==> src/rtl/decode_pkg.sv <==
// Shared types and opcode constants for the JVM bytecode decode stage.
package decode_pkg;

    typedef enum logic [3:0] {
        CLS_NOP, CLS_CONSTPUSH, CLS_ARGPUSH, CLS_LDC, CLS_LVAREAD, CLS_LVAWRITE,
        CLS_ARRREAD, CLS_ARRWRITE, CLS_NEWARRAY, CLS_POP, CLS_DUP, CLS_ALU,
        CLS_IINC, CLS_CMP, CLS_GOTO, CLS_RETURN
    } instr_class_e;

    localparam logic [7:0] OP_NOP       = 8'h00, OP_ICONST_M1 = 8'h02, OP_ICONST_0  = 8'h03,
                           OP_ICONST_5  = 8'h08, OP_BIPUSH    = 8'h10, OP_SIPUSH    = 8'h11,
                           OP_LDC       = 8'h12, OP_LDC_W     = 8'h13, OP_ILOAD     = 8'h15,
                           OP_ALOAD     = 8'h19, OP_ILOAD_0   = 8'h1A, OP_ILOAD_3   = 8'h1D,
                           OP_ALOAD_0   = 8'h2A, OP_ALOAD_3   = 8'h2D, OP_IALOAD    = 8'h2E,
                           OP_ISTORE    = 8'h36, OP_ASTORE    = 8'h3A, OP_ISTORE_0  = 8'h3B,
                           OP_ISTORE_3  = 8'h3E, OP_ASTORE_0  = 8'h4B, OP_ASTORE_3  = 8'h4E,
                           OP_IASTORE   = 8'h4F, OP_POP       = 8'h57, OP_DUP       = 8'h59,
                           OP_IADD      = 8'h60, OP_ISUB      = 8'h64, OP_IMUL      = 8'h68,
                           OP_INEG      = 8'h74, OP_ISHL      = 8'h78, OP_ISHR      = 8'h7A,
                           OP_IUSHR     = 8'h7C, OP_IAND      = 8'h7E, OP_IOR       = 8'h80,
                           OP_IXOR      = 8'h82, OP_IINC      = 8'h84, OP_IFEQ      = 8'h99,
                           OP_IFLE      = 8'h9E, OP_IF_ICMPEQ = 8'h9F, OP_IF_ICMPLE = 8'hA4,
                           OP_GOTO      = 8'hA7, OP_IRETURN   = 8'hAC, OP_RETURN    = 8'hB1,
                           OP_NEWARRAY  = 8'hBC, OP_WIDE      = 8'hC4;

    // Compare condition in cmptype[2:0]; cmptype[3] marks the two-operand IF_ICMP forms.
    localparam logic [2:0] CMP_EQ = 3'd0, CMP_NE = 3'd1, CMP_LT = 3'd2,
                           CMP_GE = 3'd3, CMP_GT = 3'd4, CMP_LE = 3'd5;

    localparam logic [3:0] ALU_ADD = 4'd0, ALU_SUB = 4'd1, ALU_MUL = 4'd2, ALU_NEG = 4'd3,
                           ALU_SHL = 4'd4, ALU_SHR = 4'd5, ALU_USHR = 4'd6, ALU_AND = 4'd7,
                           ALU_OR  = 4'd8, ALU_XOR = 4'd9;

    // Control fields produced per opcode; lvaidx holds the implicit (_N) index only.
    typedef struct packed {
        instr_class_e cls;
        logic [3:0]   aluop;
        logic [3:0]   cmptype;
        logic [15:0]  lvaidx;
        logic [2:0]   constval;
        logic [2:0]   argc;
        logic [1:0]   stackargs;
        logic         stackwb;
        logic         illegal;
    } dec_bundle_t;

endpackage

==> src/rtl/opcode_classifier.sv <==
// Pure combinational opcode (+WIDE flag) to control-bundle lookup.
module opcode_classifier
    import decode_pkg::*;
#(
    parameter int MAX_ARGS = 4
) (
    input  logic [7:0]  opcode_i,
    input  logic        wide_i,
    output dec_bundle_t ctl_o
);

    dec_bundle_t c;

    // Table lookup; anything unlisted falls to an all-zero illegal NOP.
    always_comb begin
        c = '0;
        case (opcode_i) inside
            OP_NOP: ;
            [OP_ICONST_M1:OP_ICONST_5]: begin
                c.cls = CLS_CONSTPUSH; c.constval = 3'(opcode_i - OP_ICONST_0); c.stackwb = 1'b1;
            end
            OP_BIPUSH:   begin c.cls = CLS_ARGPUSH; c.argc = 3'd1; c.stackwb = 1'b1; end
            OP_SIPUSH:   begin c.cls = CLS_ARGPUSH; c.argc = 3'd2; c.stackwb = 1'b1; end
            OP_LDC:      begin c.cls = CLS_LDC; c.argc = 3'd1; c.stackwb = 1'b1; end
            OP_LDC_W:    begin c.cls = CLS_LDC; c.argc = 3'd2; c.stackwb = 1'b1; end
            OP_ILOAD, OP_ALOAD: begin c.cls = CLS_LVAREAD; c.argc = 3'd1; c.stackwb = 1'b1; end
            [OP_ILOAD_0:OP_ILOAD_3]: begin
                c.cls = CLS_LVAREAD; c.lvaidx = 16'(opcode_i - OP_ILOAD_0); c.stackwb = 1'b1;
            end
            [OP_ALOAD_0:OP_ALOAD_3]: begin
                c.cls = CLS_LVAREAD; c.lvaidx = 16'(opcode_i - OP_ALOAD_0); c.stackwb = 1'b1;
            end
            OP_IALOAD:   begin c.cls = CLS_ARRREAD; c.stackargs = 2'd2; c.stackwb = 1'b1; end
            OP_ISTORE, OP_ASTORE: begin c.cls = CLS_LVAWRITE; c.argc = 3'd1; c.stackargs = 2'd1; end
            [OP_ISTORE_0:OP_ISTORE_3]: begin
                c.cls = CLS_LVAWRITE; c.lvaidx = 16'(opcode_i - OP_ISTORE_0); c.stackargs = 2'd1;
            end
            [OP_ASTORE_0:OP_ASTORE_3]: begin
                c.cls = CLS_LVAWRITE; c.lvaidx = 16'(opcode_i - OP_ASTORE_0); c.stackargs = 2'd1;
            end
            OP_IASTORE:  begin c.cls = CLS_ARRWRITE; c.stackargs = 2'd3; end
            OP_POP:      begin c.cls = CLS_POP; c.stackargs = 2'd1; end
            OP_DUP:      begin c.cls = CLS_DUP; c.stackargs = 2'd1; c.stackwb = 1'b1; end
            OP_IADD:     begin c.cls = CLS_ALU; c.aluop = ALU_ADD; end
            OP_ISUB:     begin c.cls = CLS_ALU; c.aluop = ALU_SUB; end
            OP_IMUL:     begin c.cls = CLS_ALU; c.aluop = ALU_MUL; end
            OP_INEG:     begin c.cls = CLS_ALU; c.aluop = ALU_NEG; end
            OP_ISHL:     begin c.cls = CLS_ALU; c.aluop = ALU_SHL; end
            OP_ISHR:     begin c.cls = CLS_ALU; c.aluop = ALU_SHR; end
            OP_IUSHR:    begin c.cls = CLS_ALU; c.aluop = ALU_USHR; end
            OP_IAND:     begin c.cls = CLS_ALU; c.aluop = ALU_AND; end
            OP_IOR:      begin c.cls = CLS_ALU; c.aluop = ALU_OR; end
            OP_IXOR:     begin c.cls = CLS_ALU; c.aluop = ALU_XOR; end
            OP_IINC:     begin c.cls = CLS_IINC; c.argc = 3'd2; end
            [OP_IFEQ:OP_IFLE]: begin
                c.cls = CLS_CMP; c.argc = 3'd2; c.stackargs = 2'd1;
                c.cmptype = {1'b0, 3'(opcode_i - OP_IFEQ)};
            end
            [OP_IF_ICMPEQ:OP_IF_ICMPLE]: begin
                c.cls = CLS_CMP; c.argc = 3'd2; c.stackargs = 2'd2;
                c.cmptype = {1'b1, 3'(opcode_i - OP_IF_ICMPEQ)};
            end
            OP_GOTO:     begin c.cls = CLS_GOTO; c.argc = 3'd2; end
            OP_IRETURN:  begin c.cls = CLS_RETURN; c.stackargs = 2'd1; end
            OP_RETURN:   begin c.cls = CLS_RETURN; end
            OP_NEWARRAY: begin c.cls = CLS_NEWARRAY; c.argc = 3'd1; c.stackargs = 2'd1; c.stackwb = 1'b1; end
            default:     c.illegal = 1'b1;
        endcase
        if (c.cls == CLS_ALU) begin
            c.stackargs = (opcode_i == OP_INEG) ? 2'd1 : 2'd2;
            c.stackwb   = 1'b1;
        end
        // WIDE only widens the index of the three local-variable ops.
        if (wide_i) begin
            case (opcode_i)
                OP_ILOAD, OP_ISTORE: c.argc = 3'd2;
                OP_IINC:             c.argc = 3'd4;
                default: begin c = '0; c.illegal = 1'b1; end
            endcase
        end
        // Operand count the stage cannot hold becomes an illegal instruction.
        if (int'(c.argc) > MAX_ARGS) begin
            c = '0;
            c.illegal = 1'b1;
        end
    end

    assign ctl_o = c;

endmodule

==> src/rtl/bytecode_decode_stage.sv <==
// Handshaked JVM bytecode decode stage: assembles opcode, WIDE prefix and operand bytes
// into one registered decoded bundle with its PC.
module bytecode_decode_stage
    import decode_pkg::*;
#(
    parameter int PC_W        = 16,
    parameter int MAX_ARGS    = 4,
    parameter int LVA_W       = 8,
    parameter bit ENABLE_WIDE = 1'b1
) (
    input  logic                    clk,
    input  logic                    rst_n,
    input  logic [7:0]              in_byte_i,
    input  logic                    in_valid_i,
    output logic                    in_ready_o,
    input  logic                    flush_i,
    input  logic [PC_W-1:0]         flush_pc_i,
    output logic                    dec_valid_o,
    input  logic                    dec_ready_i,
    output logic [PC_W-1:0]         dec_pc_o,
    output instr_class_e            dec_class_o,
    output logic [3:0]              dec_aluop_o,
    output logic [3:0]              dec_cmptype_o,
    output logic [LVA_W-1:0]        dec_lvaidx_o,
    output logic [2:0]              dec_constval_o,
    output logic [8*MAX_ARGS-1:0]   dec_operand_o,
    output logic [2:0]              dec_argc_o,
    output logic [1:0]              dec_stackargs_o,
    output logic                    dec_stackwb_o,
    output logic                    dec_wide_o,
    output logic                    dec_illegal_o
);

    localparam int OPD_W = 8*MAX_ARGS;
    localparam logic [1:0] S_OPC = 2'd0, S_WIDE = 2'd1, S_ARG = 2'd2, S_OUT = 2'd3;

    logic [1:0]       state_q, state_d;
    logic [PC_W-1:0]  pc_q, pc_d, ipc_q, ipc_d, out_pc_q, out_pc_d;
    logic [2:0]       cnt_q, cnt_d;
    logic [OPD_W-1:0] opd_q, opd_d, out_opd_q, out_opd_d;
    dec_bundle_t      hdr_q, hdr_d, out_q, out_d, ctl, fin_ctl;
    logic             wide_q, wide_d, out_wide_q, out_wide_d;

    logic             xfer, fin, fin_wide, lva_opd;
    logic [OPD_W-1:0] opd_full, fin_opd;
    logic [5:0]       shamt;
    logic [15:0]      lva_sh, fin_lva;

    assign in_ready_o = rst_n && (state_q != S_OUT) && !flush_i;
    assign xfer       = in_valid_i && in_ready_o;
    assign opd_full   = (opd_q << 8) | OPD_W'(in_byte_i);

    opcode_classifier #(.MAX_ARGS(MAX_ARGS)) u_cls (
        .opcode_i (in_byte_i),
        .wide_i   (state_q == S_WIDE),
        .ctl_o    (ctl)
    );

    // Bundle source when the instruction completes: live lookup or the held header.
    always_comb begin
        fin_ctl  = (state_q == S_ARG) ? hdr_q : ctl;
        fin_opd  = (state_q == S_ARG) ? opd_full : '0;
        fin_wide = (state_q != S_OPC) && wide_q;
        // Implicit-index forms carry no operand; explicit ones index from operand byte 0.
        lva_opd  = (fin_ctl.cls == CLS_LVAREAD || fin_ctl.cls == CLS_LVAWRITE ||
                    fin_ctl.cls == CLS_IINC) && (fin_ctl.argc != 3'd0);
        shamt    = {fin_ctl.argc - (fin_wide ? 3'd2 : 3'd1), 3'b000};
        lva_sh   = 16'(fin_opd >> shamt);
        fin_lva  = !lva_opd ? fin_ctl.lvaidx :
                   fin_wide ? lva_sh : {8'h00, lva_sh[7:0]};
    end

    // Next-state: flush wins, otherwise walk opcode / wide / operand / output.
    always_comb begin
        state_d    = state_q;
        pc_d       = pc_q;
        ipc_d      = ipc_q;
        cnt_d      = cnt_q;
        opd_d      = opd_q;
        hdr_d      = hdr_q;
        wide_d     = wide_q;
        out_d      = out_q;
        out_opd_d  = out_opd_q;
        out_pc_d   = out_pc_q;
        out_wide_d = out_wide_q;
        fin        = 1'b0;
        if (flush_i) begin
            state_d = S_OPC;
            pc_d    = flush_pc_i;
            cnt_d   = '0;
            opd_d   = '0;
            wide_d  = 1'b0;
        end else begin
            case (state_q)
                S_OPC, S_WIDE: if (xfer) begin
                    pc_d = pc_q + 1'b1;
                    if (state_q == S_OPC) begin
                        ipc_d  = pc_q;
                        opd_d  = '0;
                        wide_d = 1'b0;
                    end
                    if (state_q == S_OPC && ENABLE_WIDE && in_byte_i == OP_WIDE) begin
                        wide_d  = 1'b1;
                        state_d = S_WIDE;
                    end else begin
                        hdr_d = ctl;
                        if (ctl.argc == 3'd0) begin
                            fin = 1'b1;
                        end else begin
                            cnt_d   = ctl.argc;
                            state_d = S_ARG;
                        end
                    end
                end
                S_ARG: if (xfer) begin
                    pc_d  = pc_q + 1'b1;
                    opd_d = opd_full;
                    cnt_d = cnt_q - 3'd1;
                    fin   = (cnt_q == 3'd1);
                end
                default: if (dec_ready_i) state_d = S_OPC;
            endcase
        end
        if (fin) begin
            state_d        = S_OUT;
            out_d          = fin_ctl;
            out_d.lvaidx   = fin_lva;
            out_opd_d      = fin_opd;
            out_pc_d       = (state_q == S_OPC) ? pc_q : ipc_q;
            out_wide_d     = fin_wide;
        end
    end

    // State and output registers; everything clears asynchronously on reset.
    always_ff @(posedge clk or negedge rst_n) begin
        if (!rst_n) begin
            state_q    <= S_OPC;
            pc_q       <= '0;
            ipc_q      <= '0;
            cnt_q      <= '0;
            opd_q      <= '0;
            hdr_q      <= '0;
            wide_q     <= 1'b0;
            out_q      <= '0;
            out_opd_q  <= '0;
            out_pc_q   <= '0;
            out_wide_q <= 1'b0;
        end else begin
            state_q    <= state_d;
            pc_q       <= pc_d;
            ipc_q      <= ipc_d;
            cnt_q      <= cnt_d;
            opd_q      <= opd_d;
            hdr_q      <= hdr_d;
            wide_q     <= wide_d;
            out_q      <= out_d;
            out_opd_q  <= out_opd_d;
            out_pc_q   <= out_pc_d;
            out_wide_q <= out_wide_d;
        end
    end

    assign dec_valid_o     = (state_q == S_OUT);
    assign dec_pc_o        = out_pc_q;
    assign dec_class_o     = out_q.cls;
    assign dec_aluop_o     = out_q.aluop;
    assign dec_cmptype_o   = out_q.cmptype;
    assign dec_lvaidx_o    = LVA_W'(out_q.lvaidx);
    assign dec_constval_o  = out_q.constval;
    assign dec_operand_o   = out_opd_q;
    assign dec_argc_o      = out_q.argc;
    assign dec_stackargs_o = out_q.stackargs;
    assign dec_stackwb_o   = out_q.stackwb;
    assign dec_wide_o      = out_wide_q;
    assign dec_illegal_o   = out_q.illegal;

endmodule

==> config.mk <==
export PLATFORM = sky130hd
export DESIGN_NAME = bytecode_decode_stage
export DESIGN_NICKNAME = d
export VERILOG_FILES = /design/src/rtl/decode_pkg.sv /design/src/rtl/opcode_classifier.sv /design/src/rtl/bytecode_decode_stage.sv
export SDC_FILE = /design/constraint.sdc
export NUM_CORES = 1
export LEC_CHECK = 0
export ABC_AREA = 1
export CAP_MARGIN = 20
export CORE_ASPECT_RATIO = 1.2
export CORE_MARGIN = 2
export CORE_UTILIZATION = 51
export DETAILED_ROUTE_END_ITERATION = 10
export PLACE_DENSITY = 0.76
export SYNTH_ARGS = -nofsm -noshare
export SYNTH_HDL_FRONTEND = slang
export SYNTH_SLANG_ARGS = --single-unit
export TNS_END_PERCENT = 10
==> constraint.sdc <==
create_clock -name clk -period 3.05 [get_ports clk]
set_input_delay 0.305 -clock clk [delete_from_list [all_inputs] [get_ports clk]]
set_output_delay 0.305 -clock clk [all_outputs]
set_load 0.01 [all_outputs]
==> results.md <==
* Slew headroom at 31.60%
* EDFF count, synth at 0
* Tmin final at 2840 ps
* Yosys top cell by area: dfrtp_1
* Final cell count without fillers at 1759
* IO buf count at 109
* Nets at 1564
* Core area at 18170 um^2
* H-tree levels at 4
* Syn Area/Cell at 7.260 um^2
* Starting Density at 52.01%
* Post-Synthesis Cell Area at 9453 um^2
* Antenna cell count at 0
* Total Wirelength at 28.37 mm
* Worst Setup End Kind: flop
* Total global routing overflow at 0
* Share of layout cells above drive strength 1 at 16.35%
* Vias in the first global route at 9192
* Synth warnings at 0
* Chip height at 153.1 um
* Post-Synth Adder-Cell Area at 1.800%
* Post-Synth Simple-Gate Area at 28.11%
* CP Cell Sequence: dlymetal6s2s_1 -> buf_4 -> o21ai_0 -> o21ai_2 -> nand2_2 -> nand4_1 -> nand2_1 -> nand2_1 -> nand2_1 -> nand2_1 -> nand3_2 -> nand2_2 -> fa_2 -> clkinvlp_4 -> a21oi_2 -> a21oi_1 -> nand2_1 -> nand3_2 -> nand3_2 -> nand2_1
* Post-Syn Nets at 1344
* Worst R2R Setup Slack at 300 ps
* Asr flop ratio synth at 100.0%
* Synth area leaders: dfrtp_1 45%, nand2_1 16%, o21ai_0 7.4%
* Pwr/cell area at 718.1 nW/um^2
* WL/cell at 16.13 um
* Fillcell total at 1566
* Post-DRT Antenna Nets at 0
* Distinct cells, synth at 45
* Antenna violations before repair at 0
* Global-route usage over all layers at 30.04%
* R2R cell count at 14
* Post-Syn Instances at 1302
* Max Slew Vio Count at 0
* Clock root cell: clkbuf_16
* Sequential share of the synthesized area at 45.27%
* Critical path depth at 20
* CTS tree: built
* # rows at 54
* CP delay by family, top: simple AND/OR/NAND/NOR gates
* Clk slew on worst S/H paths at 70 ps
* # DRC at 0
* # IOs at 110
* DP HPWL at 20.99 mm
* Clk sinks at 171
* Most used cell, CP: nand2_1
* Power Total at 8.949 mW
* Hold Path Class: in2reg
* Clk network pwr share at 24.8%
* Compound-Gate Fraction of Synth Area at 14.57%
* Slowest cell on crit path: fa_2
* Gate power share at 39.2%
* Seq cells post-synth at 171
* CP startpoint kind: primary input
* Largest fanout on the critical path at 5
* DP Cell Count at 1721
* Multi-input gate area at 4365 um^2
* Via density at 5.350
* Sequential cell area at 4279 um^2
* RSZ-0062 raised after global routing: no
* Final-report hold violation count at 0
* Dominant synthesized flop cell: dfrtp_1
* Mux cell area share after synthesis at 0%
* Xor and xnor area share after synthesis at 0.7280%
* Sequential power share at 36.0%
* Final Setup Violations at 0
* WHS at 335.8 ps
* Routability cong. at 0.9327
* Status: finished, final reports clean
* RR Startpoint: state_q[1]
* Switching power at 3.326 mW
* R2r endpoint: dec_lvaidx_o[0]
* Drt first pass iters at 6
* Largest net degree at the start of global routing at 78
* Buffers and inverters on the worst path at 3
* First-pass GRT wire length at 46.68 mm
* Worst-Margin Slew at 1026 ps
* Max Cap Violations at 0
* Leak Pwr at 6.130 nW
* Max VDD drop at 0.4976 mV
* Fmax achieved at 352.1 MHz
* Int Pwr at 5.623 mW
* Crit path from: in_byte_i[5]
* Period utilisation layout at 93.12%
* CTS Buffer Depth at 2
* Crit path arrival time at 3170 ps
* Clock Latency Late Sink at 440 ps
* Most common cell in the netlist: nand2_1
* Via count at 9410
* Detailed Route Iter0 Violations at 739
* Area growth, synth to finish at 31.85%
* CP Capture Point: dec_lvaidx_o[0]
* CTS Buf Count at 17
* WS Path Type: in2reg
* CP peak stage delay at 670 ps
* Synth top area share at 45.27%
* Setup Skew at 10.30 ps
* Switch share at 37.16%
* CP required at 3380 ps
* Largest family of logic cells by synthesized area: simple AND/OR/NAND/NOR gates
* Die W at 128.3 um
* DIE AREA at 19640 um^2
* Most frequent cells after synthesis: 401 x nand2_1, 171 x dfrtp_1, 149 x inv_1, 140 x o21ai_0, 115 x nor2_1
cell usage in the layout, fill, tap and decap left out, types with 4 or more instances in the layout:
cell             Yosys  final
or2_2                4      4
buf_6                5      5
o21ai_0            140    138
inv_1              149    144
nand2_2              6     12
ha_1                12     10
inv_2               11     14
xor2_1               5      5
clkbuf_16            0     17
nand2_1            401    394
nand3_1             74     71
nor2_4               4      5
o211ai_1             5      5
clkdlybuf4s50_1      0    100
nand4_1             14     14
nand3_2              1      4
buf_12               0      6
dlymetal6s2s_1       0      6
dfrtp_1            171    171
a21oi_1             42     37
buf_4                4    140
nor2_2               5      9
nor2_1             115    110
a21oi_2              0      5
o21ai_1              3      4
a31oi_1             22     22
nor3_1               8      8
o22ai_1             28     28
kinds of logic after synthesis:
group	Yosys count
xor gates and xnor gates	7
AOI/OAI and AO/OA	251
and+or+nand+nor	639
adders and majority gates	13
DFF	171
buffers and inverters	221
layer usage:
metal | wire (um) | global-route usage [%] | share of wire [%] | vias to the layer above
li1 | - | - | - | 4618
met1 | 11650 | 37.31 | 41 | 4429
met2 | 14180 | 50.76 | 50 | 291
met3 | 1268 | 5.075 | 4.5 | 72
met4 | 1277 | 14.08 | 4.5 | 0
met5 | 0 | 0 | 0 | -
flip-flops by register name, indices dropped and copies added (netlist names), 8 cells and up:
name / count
dec_pc_o: 16
opd_q: 24
dec_operand_o: 32
pc_q: 16
ipc_q: 16
dec_lvaidx_o: 8
hdr_q: 30
how the worst min path moves through the flow:
stage                              from          endpoint  cells past startpoint
final                      in_byte_i[0]          hdr_q[7]                      5
after global routing       in_byte_i[0]          hdr_q[7]                      5
after CTS                 flush_pc_i[4]           pc_q[4]                      3
after detailed placement          rst_n  dec_operand_o[3]                      2
after global placement            rst_n  dec_operand_o[3]                      2
after floorplan                   rst_n          cnt_q[0]                      0
power groups by stage:
stage	logic (mW)	clock network (mW)	registers, mW
after floorplan	1.78	0	3.32
after global routing	3.90	2.33	3.29
after CTS	3.46	2.23	3.22
after detailed placement	3.41	0	3.25
final	3.51	2.22	3.23
after global placement	3.35	0	3.24
tightest hold or removal path, cell delays in order:
cell      delay, ps
clkbuf_2        140
buf_4           130
nor2_1           60
nand2_1          60
nand2_1          40
area by class of cell:
cell class                      count  area share [%]
Timing Repair Buffer              260           18.64
Inverter                          161           4.889
Sequential cell                   171           34.33
Clock inverter                     13           1.245
Clock buffer                       19           3.554
Tap cell                          224           2.249
Timing Repair inverter              1         0.06023
Multi-Input combinational cell    910           35.03
metrics by stage:
step | TNS, ps | area, um^2 | utilization, % | setup slack, ps
finish | 0 | 12460 | 68.57 | 209.9
global route | 0 | 12460 | 68.57 | 39.21
CTS | 0 | 12330 | 67.83 | 16.64
detailed placement | -8547 | 11700 | 64.39 | -678.3
global placement | -6695 | 11700 | 64.39 | -580.3
floorplan | 0 | 9457 | - | 33.52
what timing repair did:
| action | in CTS | in global routing |
|---|---|---|
| gates cloned | 1 | 0 |
| endpoints found under the hold margin | 39 | 0 |
| setup endpoints to repair | 8 | 8 |
| setup buffers | 0 | 4 |
| pin swaps | 2 | 18 |
| hold buffers | 1 | 0 |
| resized for setup | 9 | 43 |
Power figures use the tool's default switching activity.
